$ cat config.mk
export PLATFORM = sky130hd
export DESIGN_NAME = cmm_nslots_eb
export DESIGN_NICKNAME = d
export VERILOG_FILES = /design/src/rtl/cmm_eb_pkg.sv /design/src/rtl/cmm_eb_ring.sv /design/src/rtl/cmm_nslots_eb.sv
export SDC_FILE = /design/constraint.sdc
export NUM_CORES = 1
export LEC_CHECK = 0
export ABC_AREA = 1
export BUFFER_PORTS_ARGS = -buffer_cell sky130_fd_sc_hd__buf_2
export CORE_MARGIN = 2
export CORE_UTILIZATION = 60
export CTS_BUF_LIST = sky130_fd_sc_hd__clkbuf_8
export DETAILED_ROUTE_END_ITERATION = 16
export PLACE_DENSITY = 0.9
export SLEW_MARGIN = 0
export SYNTH_ARGS = -nofsm -noshare
export SYNTH_HDL_FRONTEND = slang
export SYNTH_HIERARCHICAL = 1
export SYNTH_SLANG_ARGS = --single-unit
$ cat constraint.sdc
create_clock -name i_clk -period 3.6 [get_ports i_clk]
set_input_delay 0.36 -clock i_clk [delete_from_list [all_inputs] [get_ports i_clk]]
set_output_delay 0.36 -clock i_clk [all_outputs]
set_load 0.05 [all_outputs]
$ cat src/rtl/cmm_eb_pkg.sv
// Shared sizing helpers and the parameter-legality check for the N-slot elastic buffer.
`ifndef CMM_EB_PKG_SV
`define CMM_EB_PKG_SV

// Stops elaboration when DEPTH or AFULL_TH is outside its legal range.
`define CMM_EB_CHECK_PARAMS(depth, th) \
  if (((depth) < 2) || ((th) < 1) || ((th) > (depth))) begin : g_illegal_params \
    $fatal(1, "cmm_eb: illegal DEPTH/AFULL_TH combination"); \
  end

package cmm_eb_pkg;

  function automatic int unsigned CNT_W(int unsigned d);
    return unsigned'($clog2(d + 1));
  endfunction

  function automatic int unsigned PTR_W(int unsigned d);
    return (d <= 2) ? 1 : unsigned'($clog2(d - 1));
  endfunction

endpackage

`endif

$ cat src/rtl/cmm_eb_ring.sv
// DEPTH-1 entry storage ring behind the head register; pointers wrap by compare.
module cmm_eb_ring
  import cmm_eb_pkg::*;
#(
  parameter int unsigned DWIDTH = 16,
  parameter int unsigned DEPTH  = 4
) (
  input  logic              clk,
  input  logic              rst,
  input  logic              flush,
  input  logic              wr_en,
  input  logic [DWIDTH-1:0] wr_data,
  input  logic              rd_en,
  output logic [DWIDTH-1:0] rd_data
);

  localparam int unsigned PW    = PTR_W(DEPTH);
  localparam int unsigned SLOTS = DEPTH - 1;

  logic [DWIDTH-1:0] mem [SLOTS];
  logic [PW-1:0]     wr_ptr_q, rd_ptr_q;

  function automatic logic [PW-1:0] bump(logic [PW-1:0] p);
    return (p == PW'(DEPTH - 2)) ? '0 : p + 1'b1;
  endfunction

  always_ff @(posedge clk) begin
    if (rst || flush) begin
      wr_ptr_q <= '0;
      rd_ptr_q <= '0;
    end else begin
      if (wr_en) wr_ptr_q <= bump(wr_ptr_q);
      if (rd_en) rd_ptr_q <= bump(rd_ptr_q);
    end
  end

  always_ff @(posedge clk) begin
    if (wr_en) mem[wr_ptr_q] <= wr_data;
  end

  assign rd_data = mem[rd_ptr_q];

endmodule

$ cat src/rtl/cmm_nslots_eb.sv
// N-slot elastic buffer: registered head stage plus a DEPTH-1 entry ring, all outputs from flops.
module cmm_nslots_eb
  import cmm_eb_pkg::*;
#(
  parameter int unsigned DWIDTH   = 16,
  parameter int unsigned DEPTH    = 4,
  parameter int unsigned AFULL_TH = DEPTH - 1
) (
  input  logic                       i_clk,
  input  logic                       rst,
  input  logic                       i_flush,
  input  logic                       i_valid,
  input  logic [DWIDTH-1:0]          i_data,
  output logic                       o_ready,
  output logic                       o_valid,
  output logic [DWIDTH-1:0]          o_data,
  input  logic                       i_ready,
  output logic [CNT_W(DEPTH)-1:0]    o_count,
  output logic                       o_afull
);

  localparam int unsigned CW = CNT_W(DEPTH);

  `CMM_EB_CHECK_PARAMS(DEPTH, AFULL_TH)

  logic              valid_q, ready_q, afull_q;
  logic [DWIDTH-1:0] data_q, ring_data;
  logic [CW-1:0]     count_q, count_d, ring_cnt;
  logic              push, pop, head_load, ring_nonempty, ring_wr, ring_rd;

  assign push = i_valid & ready_q;
  assign pop  = valid_q & i_ready;

  // The head is always filled first, so the ring holds whatever the head does not.
  assign ring_cnt      = count_q - CW'(valid_q);
  assign ring_nonempty = (ring_cnt != '0);
  assign head_load     = ~valid_q | pop;
  assign ring_rd       = head_load & ring_nonempty;
  assign ring_wr       = push & ~(head_load & ~ring_nonempty);

  assign count_d = count_q + CW'(push) - CW'(pop);

  cmm_eb_ring #(
    .DWIDTH (DWIDTH),
    .DEPTH  (DEPTH)
  ) u_ring (
    .clk     (i_clk),
    .rst     (rst),
    .flush   (i_flush),
    .wr_en   (ring_wr),
    .wr_data (i_data),
    .rd_en   (ring_rd),
    .rd_data (ring_data)
  );

  always_ff @(posedge i_clk) begin
    if (rst) begin
      valid_q <= 1'b0;
      ready_q <= 1'b0;
      afull_q <= 1'b0;
      data_q  <= '0;
      count_q <= '0;
    end else if (i_flush) begin
      valid_q <= 1'b0;
      ready_q <= 1'b1;
      afull_q <= (AFULL_TH == 0);
      count_q <= '0;
    end else begin
      count_q <= count_d;
      ready_q <= (count_d < CW'(DEPTH));
      afull_q <= (count_d >= CW'(AFULL_TH));
      if (head_load) begin
        valid_q <= ring_nonempty | push;
        if (ring_nonempty) begin
          data_q <= ring_data;
        end else if (push) begin
          data_q <= i_data;
        end
      end
    end
  end

  assign o_valid = valid_q;
  assign o_ready = ready_q;
  assign o_afull = afull_q;
  assign o_data  = data_q;
  assign o_count = count_q;

endmodule

==> reports/metrics.cfg <==
[floorplan]
die_y_um=80.58
core_um2=5574
start_util_pct=63.12
ios=43
rows=27
die-area_um2=6492
die_w_um=80.58

[grt]
grt.overflow.total=0
global_route.peak_usage_layer=met2
first_global_vias=2625
grt_max_degree=35
antenna_found_initial=0
gr-usage-met1_pct=26.40
met2_usage_pct=42.08
track_usage_pct=23.75
grt_use_met3_pct=6.404
grt_pass1_wl_um=11410

[pwr]
p_per_area_nw_per_um2=522.9
p_leak_nw=1.908
p_total_mw=2.037
peakVddDrop_uv=321.8

[synthesis]
syn_avg_cell_area_um2=8.885
ys.flop_type=edfxtp_1
ys_ff_latch=76
syn-instance-count=396
yosysWarnings=6
synth.net_count=421
synth_edf_count=48
synth_area_um2=3518
yosysUniqueCellTypes=26
yosysMostFrequentCell=nand2_1
synth_area_leaders=edfxtp_1 41%, dfxtp_1 16%, nand2_1 12%
synth_top_area_cell=edfxtp_1
ys_seq_area_share_pct=56.90
synthTopCellsByCount=114 x nand2_1, 84 x inv_1, 48 x edfxtp_1
async_flop_share_pct=0
yosysTopAreaCellShare_pct=40.97

[cells_and_area]
multiInputGateArea_um2=1065
n_antenna_cell=0
syn_to_final_growth_pct=10.74
regArea_um2=2002
fin_util_pct=69.90
fin_cells=515
final_cell_area_um2=3896
layout-drive-gt1-share_pct=21.44
nNetsFinal=463
fillers=413

[drt]
viasPerCell=4.967
wl_per_cell_um=13.03
first_pass_iters=4
route.detailed.drc=0
dr_total_vias=2558
drtIter0Drc=240
routed_wirelength_um=6713
ant_nets=0

[critical_path]
crit_family=simple AND/OR/NAND/NOR gates
crit_start=o_count[0]$_SDFF_PP0_
worstPathRequired_ns=3.57
worst-path-buf-inv=3
path_class=register to register
cpMaxStageDelayCell=inv_1
max_stage_delay_ns=0.52
r2r_start=o_count[0]$_SDFF_PP0_
r2r_slack_ns=0.98
crit_chain=inv_1, ha_1, inv_1, nor2_4, nand3_4, nor2_1, nor2_1, nand3_1, inv_1
cp_max_fo=34
endpoint_kind=register
rr_endpoint=u_ring/mem[1][10]$_DFFE_PP_
critical_path_arrival_ns=2.59
cpMostUsedCell=inv_1
worst-r2r-cell-count=9
cp-start-kind=register

[job]
maxCapViolations=0

[status]
status=finished, final reports clean

[placed_design]
dp_cells=499
place_area_um2=3714
place.gp.congestion=0.7997
place_ws_ns=1.073
portBuffers=42
place_hpwl_um=4328

[sta]
tightest_slew_ns=0.7343
clock_skew_ns=0.009338
whs_ns=0.2299
setup_viol=0
rsz0062_at_grt=no
final.setup.worst_slack_ns=0.9803
final.period_utilization_pct=72.77
hold_viol=0
slew_headroom_pct=50.98
fin_setup_tns_ns=0
slew_violations=0
fmax_mhz=381.7
period_minus_slack_ns=2.620

[cts]
clk_pin_slew_ns=0.08
cts_tree=built
clockBufferDepth=2
cts.sinks=76
cts_hold_buf=0
cts_setup_buffers=0
clock_latency_ns=0.34
cts_made_buffers=9
root_buffer=clkbuf_8
h-tree-depth=3
cts_resized=0

[hold_path]
min_path_type=primary input to register
whs_path_depth=1
hp-start=i_data[5]
min_to=u_ring/mem[1][5]$_DFFE_PP_

[worst register-to-register path, cell delays in order, from the launching register on]
cell and delay [ns]:
dfxtp_1 0.37, inv_1 0.06, ha_1 0.28, inv_1 0.12
nor2_4 0.06, nand3_4 0.37, nor2_1 0.10, nor2_1 0.22
nand3_1 0.16, inv_1 0.52
[cells in the final DEF (no fill, tap or decap), drive strengths merged]
cell    count
a21oi       3
buf        44
bufinv      1
clkbuf      9
clkinv      6
dfxtp      28
edfxtp     48
fa          1
ha          3
inv        87
nand2     126
nand3      18
nand4       1
nor2       45
nor3        1
o21ai      20
xnor2       1
xor2        1
[registers in the layout, summed over array words and instances (netlist names), named ones only]
| register | flops |
|---|---|
| o_afull | 1 |
| o_count | 3 |
| o_data | 16 |
| o_ready | 1 |
| o_valid | 1 |
| u_ring/mem | 48 |
| u_ring/rd_ptr_q | 2 |
| u_ring/wr_ptr_q | 2 |
[logic make-up after synthesis]
group                    Yosys count  synth area share (%)
AND/OR/NAND/NOR                  191                 23.01
buffers and inverters            100                 12.98
flip-flops                        76                 56.90
AO/OA/AOI/OAI                     23                 4.978
adder cells (fa/ha/maj)            4                 1.636
XOR/XNOR                           2                0.4980
[metal layers]
layer	vias up	wire length [um]	part of all wire, %
li1	1279	-	-
met1	1183	2745	41
met2	81	3459	52
met3	15	361	5.4
met4	0	146	2.2
met5	-	0	0
[worst max-delay path by stage]
stage / slack, ns / cells past startpoint / end
floorplan: 0.35 / 10 / u_ring/mem[2][0]$_DFFE_PP_
global placement: 1.25 / 9 / u_ring/mem[1][12]$_DFFE_PP_
detailed placement: 1.07 / 9 / u_ring/mem[1][12]$_DFFE_PP_
CTS: 1.00 / 9 / u_ring/mem[1][6]$_DFFE_PP_
global route: 0.80 / 9 / u_ring/mem[1][10]$_DFFE_PP_
finish: 0.98 / 9 / u_ring/mem[1][10]$_DFFE_PP_
[final cells by class]
class                   count  area share (%)
inverters                  87           8.510
flip-flops and latches     76           51.38
repair buffers             44           5.780
clock buffers               9           3.179
multi-input cells         220           27.33
well taps                  72           2.312
clock inverters             7           1.509
[where the power goes]
part           internal, mW  switching, mW
Combinational         0.120          0.309
Sequential            0.969         0.0265
Clock                 0.312          0.301
(Power assumes the default switching activity.)
